--- src/rtl/mem_access_stage.sv ---
// MEM stage: word load/store over a req/ack port, branch/jump/return redirect,
// and the MEM/WB register. Stalls upstream while an access is outstanding.
module mem_access_stage #(
    parameter int TIMEOUT = 255
) (
    input  logic        clk_i,
    input  logic        rst_i,
    input  logic        valid_i,
    input  logic        RegWrite_i,
    input  logic        Branch_i,
    input  logic        Jump_i,
    input  logic        Ret_i,
    input  logic        MemWrite_i,
    input  logic        EQ_i,
    input  logic [1:0]  WriteSrc_i,
    input  logic [31:0] ALUout_i,
    input  logic [31:0] pcPlus4_i,
    input  logic [31:0] pcPlusImm_i,
    input  logic [31:0] ImmOp_i,
    input  logic [31:0] regOp2_i,
    input  logic [4:0]  rd_i,
    output logic        mem_req_o,
    output logic        mem_we_o,
    output logic [31:0] mem_addr_o,
    output logic [31:0] mem_wdata_o,
    input  logic        mem_ack_i,
    input  logic [31:0] mem_rdata_i,
    output logic        stall_o,
    output logic        redirect_o,
    output logic [31:0] redirectPC_o,
    output logic        valid_o,
    output logic        RegWrite_o,
    output logic [31:0] WBdata_o,
    output logic [4:0]  rd_o,
    output logic        fault_o
);

    typedef enum logic {S_IDLE = 1'b0, S_BUSY = 1'b1} state_t;

    localparam logic [15:0] LP_TLAST = 16'(TIMEOUT - 1);

    state_t      r_state, w_state_nxt;
    logic [15:0] r_cnt, w_cnt_nxt;
    logic [31:0] r_addr, r_wdata;
    logic        r_we, r_rw, r_fault;
    logic [4:0]  r_rd;
    logic        r_valid, r_regwrite;
    logic [31:0] r_wbdata;
    logic [4:0]  r_rd_o;

    logic        w_memop, w_timeout, w_issue;
    logic        w_valid_nxt, w_rw_nxt;
    logic [31:0] w_wb_nxt, w_wb_mux;
    logic [4:0]  w_rd_nxt;

    assign w_memop   = valid_i & (MemWrite_i | (WriteSrc_i == 2'b01));
    assign w_issue   = (r_state == S_IDLE) & w_memop;
    assign w_timeout = (r_state == S_BUSY) & ~mem_ack_i & (r_cnt == LP_TLAST);

    always_comb begin
        w_wb_mux = 32'd0;
        case (WriteSrc_i)
            2'b00:   w_wb_mux = ALUout_i;
            2'b10:   w_wb_mux = pcPlus4_i;
            2'b11:   w_wb_mux = ImmOp_i;
            default: w_wb_mux = 32'd0;
        endcase
    end

    // Next-state and MEM/WB load values; default is a bubble.
    always_comb begin
        w_state_nxt = r_state;
        w_cnt_nxt   = r_cnt;
        w_valid_nxt = 1'b0;
        w_rw_nxt    = 1'b0;
        w_wb_nxt    = 32'd0;
        w_rd_nxt    = r_rd_o;
        case (r_state)
            S_IDLE: begin
                if (w_memop) begin
                    w_state_nxt = S_BUSY;
                    w_cnt_nxt   = 16'd0;
                end else begin
                    w_valid_nxt = valid_i;
                    w_rw_nxt    = valid_i & RegWrite_i;
                    w_rd_nxt    = rd_i;
                    w_wb_nxt    = w_wb_mux;
                end
            end
            S_BUSY: begin
                if (mem_ack_i) begin
                    w_state_nxt = S_IDLE;
                    w_valid_nxt = 1'b1;
                    w_rw_nxt    = r_rw & ~r_we;
                    w_rd_nxt    = r_rd;
                    w_wb_nxt    = r_we ? 32'd0 : mem_rdata_i;
                end else if (w_timeout) begin
                    w_state_nxt = S_IDLE;
                    w_valid_nxt = 1'b1;
                    w_rd_nxt    = r_rd;
                end else begin
                    w_cnt_nxt   = r_cnt + 16'd1;
                end
            end
            default: w_state_nxt = S_IDLE;
        endcase
    end

    always_ff @(posedge clk_i or posedge rst_i) begin
        if (rst_i) begin
            r_state    <= S_IDLE;
            r_cnt      <= 16'd0;
            r_addr     <= 32'd0;
            r_wdata    <= 32'd0;
            r_we       <= 1'b0;
            r_rw       <= 1'b0;
            r_rd       <= 5'd0;
            r_fault    <= 1'b0;
            r_valid    <= 1'b0;
            r_regwrite <= 1'b0;
            r_wbdata   <= 32'd0;
            r_rd_o     <= 5'd0;
        end else begin
            r_state    <= w_state_nxt;
            r_cnt      <= w_cnt_nxt;
            r_valid    <= w_valid_nxt;
            r_regwrite <= w_rw_nxt;
            r_wbdata   <= w_wb_nxt;
            r_rd_o     <= w_rd_nxt;
            if (w_timeout) r_fault <= 1'b1;
            // Access operands are captured once so they stay stable for the whole request.
            if (w_issue) begin
                r_addr  <= {ALUout_i[31:2], 2'b00};
                r_wdata <= regOp2_i;
                r_we    <= MemWrite_i;
                r_rw    <= RegWrite_i;
                r_rd    <= rd_i;
            end
        end
    end

    assign mem_req_o    = (r_state == S_BUSY);
    assign mem_we_o     = r_we;
    assign mem_addr_o   = r_addr;
    assign mem_wdata_o  = r_wdata;
    assign stall_o      = w_issue | ((r_state == S_BUSY) & ~mem_ack_i & ~w_timeout);
    assign redirect_o   = valid_i & (r_state == S_IDLE) & ((Branch_i & EQ_i) | Jump_i | Ret_i);
    assign redirectPC_o = Ret_i ? {ALUout_i[31:1], 1'b0} : pcPlusImm_i;
    assign valid_o      = r_valid;
    assign RegWrite_o   = r_regwrite;
    assign WBdata_o     = r_wbdata;
    assign rd_o         = r_rd_o;
    assign fault_o      = r_fault;

endmodule

--- config.mk ---
export PLATFORM = sky130hd
export DESIGN_NAME = mem_access_stage
export DESIGN_NICKNAME = d
export VERILOG_FILES = /design/src/rtl/mem_access_stage.sv
export SDC_FILE = /design/constraint.sdc
export NUM_CORES = 1
export LEC_CHECK = 0
export ABC_AREA = 0
export CAP_MARGIN = 20
export CELL_PAD_IN_SITES_DETAIL_PLACEMENT = 2
export CELL_PAD_IN_SITES_GLOBAL_PLACEMENT = 2
export CORE_MARGIN = 4
export CORE_UTILIZATION = 36
export CTS_BUF_LIST = sky130_fd_sc_hd__clkbuf_2 sky130_fd_sc_hd__clkbuf_4 sky130_fd_sc_hd__clkbuf_8
export DETAILED_ROUTE_END_ITERATION = 12
export DONT_BUFFER_PORTS = 1
export HOLD_SLACK_MARGIN = 0.05
export PLACE_DENSITY = 0.91
export SYNTH_ARGS = -nofsm -noshare
export SYNTH_HDL_FRONTEND = slang
export SYNTH_SLANG_ARGS = --single-unit
export TNS_END_PERCENT = 10
--- constraint.sdc ---
create_clock -name clk_i -period 5.3 [get_ports clk_i]
set_input_delay 1.06 -clock clk_i [delete_from_list [all_inputs] [get_ports clk_i]]
set_output_delay 1.06 -clock clk_i [all_outputs]
set_load 0.01 [all_outputs]
After elaboration in Yosys (flattened, before gate mapping)
Index checks and enable logic that the tools add are counted.
{"block": "totals", "reg_bits": 126, "in_bits": 209, "output_inout_bits": 140, "word_cells": 68}
{"block": "op_classes", "addsub": 1, "n_eq_ne": 9, "muxes": 25, "bitwise_logic": 18, "reduce_logical": 3}
{"operator": "$mux W32", "n": 4}
{"operator": "$pmux W32 S3", "n": 1}
{"operator": "$pmux W32 S2", "n": 1}
{"operator": "$mux W16", "n": 3}
{"operator": "$pmux W16 S2", "n": 1}
{"operator": "$add A16 B1 Y16 const B", "n": 1}
{"operator": "$eq A16 B8 Y1 const B", "n": 1}
{"operator": "$mux W5", "n": 3}
{"operator": "$and A1 B1 Y1", "n": 10}
{"operator": "$pmux W5 S2", "n": 1}
{"operator": "$mux W1", "n": 8}
{"operator": "$ne A2 B2 Y1 const B", "n": 4}
{"operator": "$pmux W1 S2", "n": 3}
{"operator": "$eq A2 B2 Y1 const B", "n": 2}
{"operator": "$not A1 Y1", "n": 4}
{"operator": "$or A1 B1 Y1", "n": 4}
{"operator": "$ne A3 B2 Y1 const B", "n": 1}
{"operator": "$reduce_and A3 Y1", "n": 1}
{"operator": "$eq A2 B1 Y1 const B", "n": 1}
{"operator": "$logic_not A2 Y1", "n": 1}
{"operator": "$reduce_and A2 Y1", "n": 1}

Logic depth before layout (Yosys ltp)
{"block": "depth", "ltp_word": 6, "ltp_mapped": 7, "ltp_nobuf": 6}

Worst setup path after synthesis
Ideal clock, no wire load.
{"block": "synth_timing", "path_kind": "input-to-output", "from": "input port Ret_i", "to": "output port redirectPC_o[10]", "arrival_ps": 2005, "required_time_ps": 4240, "path_slack_ps": 2235, "cell_stages": 3, "path_buffers": 2, "cell_sequence": "clkbuf_1 clkbuf_1 mux2_2"}
{"block": "synth_between", "elab_chain_len": 1}
{"element": "from (decl)", "line_no": "12", "source": "input logic Ret_i,"}
{"element": "$mux W32", "line_no": "148", "source": "assign redirectPC_o = Ret_i ? {ALUout_i[31:1], 1'b0} : pcPlusImm_i;"}
{"element": "to (decl)", "line_no": "30", "source": "output logic [31:0] redirectPC_o,"}
No other way between the ends.

Worst setup path in the final report
{"block": "layout_timing", "from": "register r_cnt[0]", "to": "output port stall_o"}
{"block": "layout_between", "elab_chain_len": 5}
{"element": "from (decl)", "line_no": "43", "source": "logic [15:0] r_cnt, w_cnt_nxt;"}
{"element": "from (signal assigned)", "line_no": "125", "source": "r_cnt <= w_cnt_nxt;"}
{"element": "$eq A16 B8 Y1", "line_no": "58", "source": "assign w_timeout = (r_state == S_BUSY) & ~mem_ack_i & (r_cnt == LP_TLAST);"}
{"element": "$and A1 B1 Y1", "line_no": "58"}
{"element": "$not A1 Y1", "line_no": "146", "source": "assign stall_o = w_issue | ((r_state == S_BUSY) & ~mem_ack_i & ~w_timeout);"}
{"element": "$and A1 B1 Y1", "line_no": "146"}
{"element": "$or A1 B1 Y1", "line_no": "146"}
{"element": "to (decl)", "line_no": "28", "source": "output logic stall_o,"}
No other way between the ends.

==> results_dict.tcl <==
set metrics [dict create \
    cts_sinks 126 \
    period_share_pct 61.6 \
    fp.dieArea_mm2 0.0192 \
    dp_hpwl_um 16800 \
    comb_power_share_pct 15.1 \
    die_x_um 139 \
    synth_area_mm2 0.00614 \
    post-place-cells 826 \
    area_delta_synth_final_pct 8.94 \
    slew_headroom_pct 34.9 \
    irDropWorstVdd_mv 0.131 \
    synth_ff_type "dfrtp_1" \
    fin_setup_tns_ns 0 \
    start_util_pct 36.9 \
    synth_compound_area_share_pct 9.56 \
    overflow 0 \
    gp_congestion 0.853 \
    worstPathRequired_ns 4.24 \
    cts_tree "built" \
    switching_share_pct 35.2 \
    dr.pass1.iters 4 \
    path_class "reg -> out" \
    final_cell_mix "248 x nand2_1, 126 x dfrtp_1, 73 x mux2_2" \
    final_common_cell "nand2_1" \
    ys_async_sr_fraction_pct 100 \
    fin_nets 837 \
    arrival_ns 2.21 \
    io_pins 349 \
    die_h_um 139 \
    power.switching_mw 0.875 \
    htreeDepth 4 \
    postCtsResizedCells 0 \
    cts_hold_buffers 0 \
    crit_path_start_kind "flip-flop" \
    p_leak_nw 3.13 \
    max_freq_mhz 306 \
    synthXorXnorAreaFrac_pct 0.285 \
    synth-edff-count 0 \
    clockPowerShare_pct 31.0 \
    drv_cap 0 \
    drc_errors 0 \
    rsz0062_at_grt "false" \
    yosys.area_share.simple_pct 20.6 \
    via_per_inst 5.70 \
    ys_seq_elements 126 \
    grt_max_degree 77 \
    intPower_mw 1.61 \
    clkLatencyLatePin_ns 0.45 \
    antenna_found_initial 0 \
    seqPwrFrac_pct 53.9 \
    clockBufferDepth 2 \
    ant_nets 0 \
    core.rowCount 47 \
    hold_path.class "in -> async" \
    portBuffers 0 \
    clock_skew_ns 0.0109 \
    synthCells 641 \
    status "finished, final reports clean" \
    track_usage_pct 23.2 \
    synthAdderAreaFrac_pct 0.407 \
    yosysSeqAreaShare_pct 51.3 \
    post_drt_wl_per_cell_um 26.5 \
    drive_above_1_share_pct 20.3 \
    ys_top_cells_by_area "dfrtp_1 51%, nand2_1 15%, mux2_2 13%" \
    diodes 0 \
    root_buffer "clkbuf_8" \
    cp_max_fo 10 \
    num_vias 4900 \
    post_cts_buffers 0 \
    avgSynthCellArea_um2 9.58 \
    final-instance-count-excl-fill 859 \
    cts_made_buffers 17 \
    grt_pass1_vias 5703 \
    muxShareOfSynthArea_pct 14.2 \
    yosys_warnings 0 \
    p_per_area_mw_per_mm2 372 \
    synth_top_family_by_area "simple AND/OR/NAND/NOR gates" \
    max_slew.worst_pin.slew_ns 0.976 \
    grt_pass1_wl_um 34700 \
    min_period_ns 3.27 \
    path_clk_slew_ns 0.08 \
    routed_wl_um 22700 \
    yosysTopAreaCellShare_pct 51.3 \
    hold_viol 0 \
    coreArea_mm2 0.0166 \
    drt_iter0_drc 282 \
    cp-end-kind "output pin" \
    ys_types 50 \
    power.total_mw 2.49 \
    yosys.area.top_type "dfrtp_1" \
    finalSetupViolations 0 \
    final_max_slew_viol_count 0 \
]
## through the flow
step	hold slack [ns]	worst slack [ns]	util, %	instance area (µm²)
global route	0.368	1.82	40.2	6690
floorplan	0.440	0.884	-	6140
CTS	0.356	1.97	40.0	6660
global placement	0.453	2.28	37.9	6300
detailed placement	0.465	2.27	37.9	6300
finish	0.392	2.03	40.2	6690
## critical path: stages, from the launching register on
cell and delay, ns:
dfrtp_1 0.45, inv_1 0.09, ha_1 0.13, nor4b_2 0.32, nand4_4 0.27, a21oi_4 0.35
inv_1 0.14
## cell usage after synthesis, types with 3 or more instances
| cell | count |
|---|---|
| mux2_2 | 73 |
| mux2i_1 | 5 |
| o21ai_0 | 35 |
| nor2_1 | 8 |
| inv_1 | 8 |
| dfrtp_1 | 126 |
| nand3_1 | 7 |
| buf_2 | 10 |
| o31ai_1 | 4 |
| buf_1 | 4 |
| clkbuf_1 | 25 |
| a22oi_1 | 32 |
| a21oi_1 | 6 |
| nand2_1 | 248 |
| and3_1 | 3 |
| nor2b_1 | 3 |
## final timing paths
check	cells after the start	slack [ns]	to	start
worst min register to register	2	0.49	r_rd[0]	r_rd[0]
worst max register to register	5	2.95	r_cnt[5]	mem_req_o
min in group clk_i	2	0.49	r_rd[0]	r_rd[0]
worst min-delay path	1	0.39	mem_wdata_o[14]	rst_i
worst max-delay path	6	2.03	stall_o	r_cnt[0]
max in group asynchronous	2	3.68	WBdata_o[15]	rst_i
## cell type report
class | count | area (µm²)
Timing Repair Buffer | 7 | 72.6
Tap cell | 220 | 275
Sequential cell | 126 | 3150
Clock buffer | 18 | 248
Clock inverter | 14 | 111
Fill cell | 1810 | 9950
Multi-Input combinational cell | 466 | 2800
Inverter | 8 | 32.5
## cell families after synthesis
group                    count (synthesis)
AND/OR/NAND/NOR                        292
flip-flops                             126
AO/OA/AOI/OAI                           90
multiplexers                            78
buffers and inverters                   50
adder cells (fa/ha/maj)                  2
XOR/XNOR                                 2
other                                    1
## flip-flops by register name, summed over array words and instances (netlist names), 5 cells and up
| signal | count |
|---|---|
| WBdata_o | 32 |
| mem_addr_o | 30 |
| mem_wdata_o | 32 |
| r_cnt | 16 |
| r_rd | 5 |
| rd_o | 5 |
## power by group through the flow
stage               clock network [mW]  registers [mW]  logic, mW
global placement                     0            1.35      0.336
detailed placement                   0            1.36      0.373
CTS                              0.793            1.35      0.376
finish                           0.772            1.34      0.375
global route                     0.845            1.36      0.425
floorplan                            0            1.29      0.299
## routing by layer
| layer | GRT usage (%) | wire, µm | vias up |
|---|---|---|---|
| met1 | 25.5 | 7940 | 2513 |
| met4 | 8.89 | 574 | 0 |
| met3 | 5.79 | 1540 | 38 |
| met2 | 43.0 | 12700 | 222 |
| li1 | - | - | 2127 |
| met5 | 0 | 0 | - |
(Power assumes the default switching activity.)
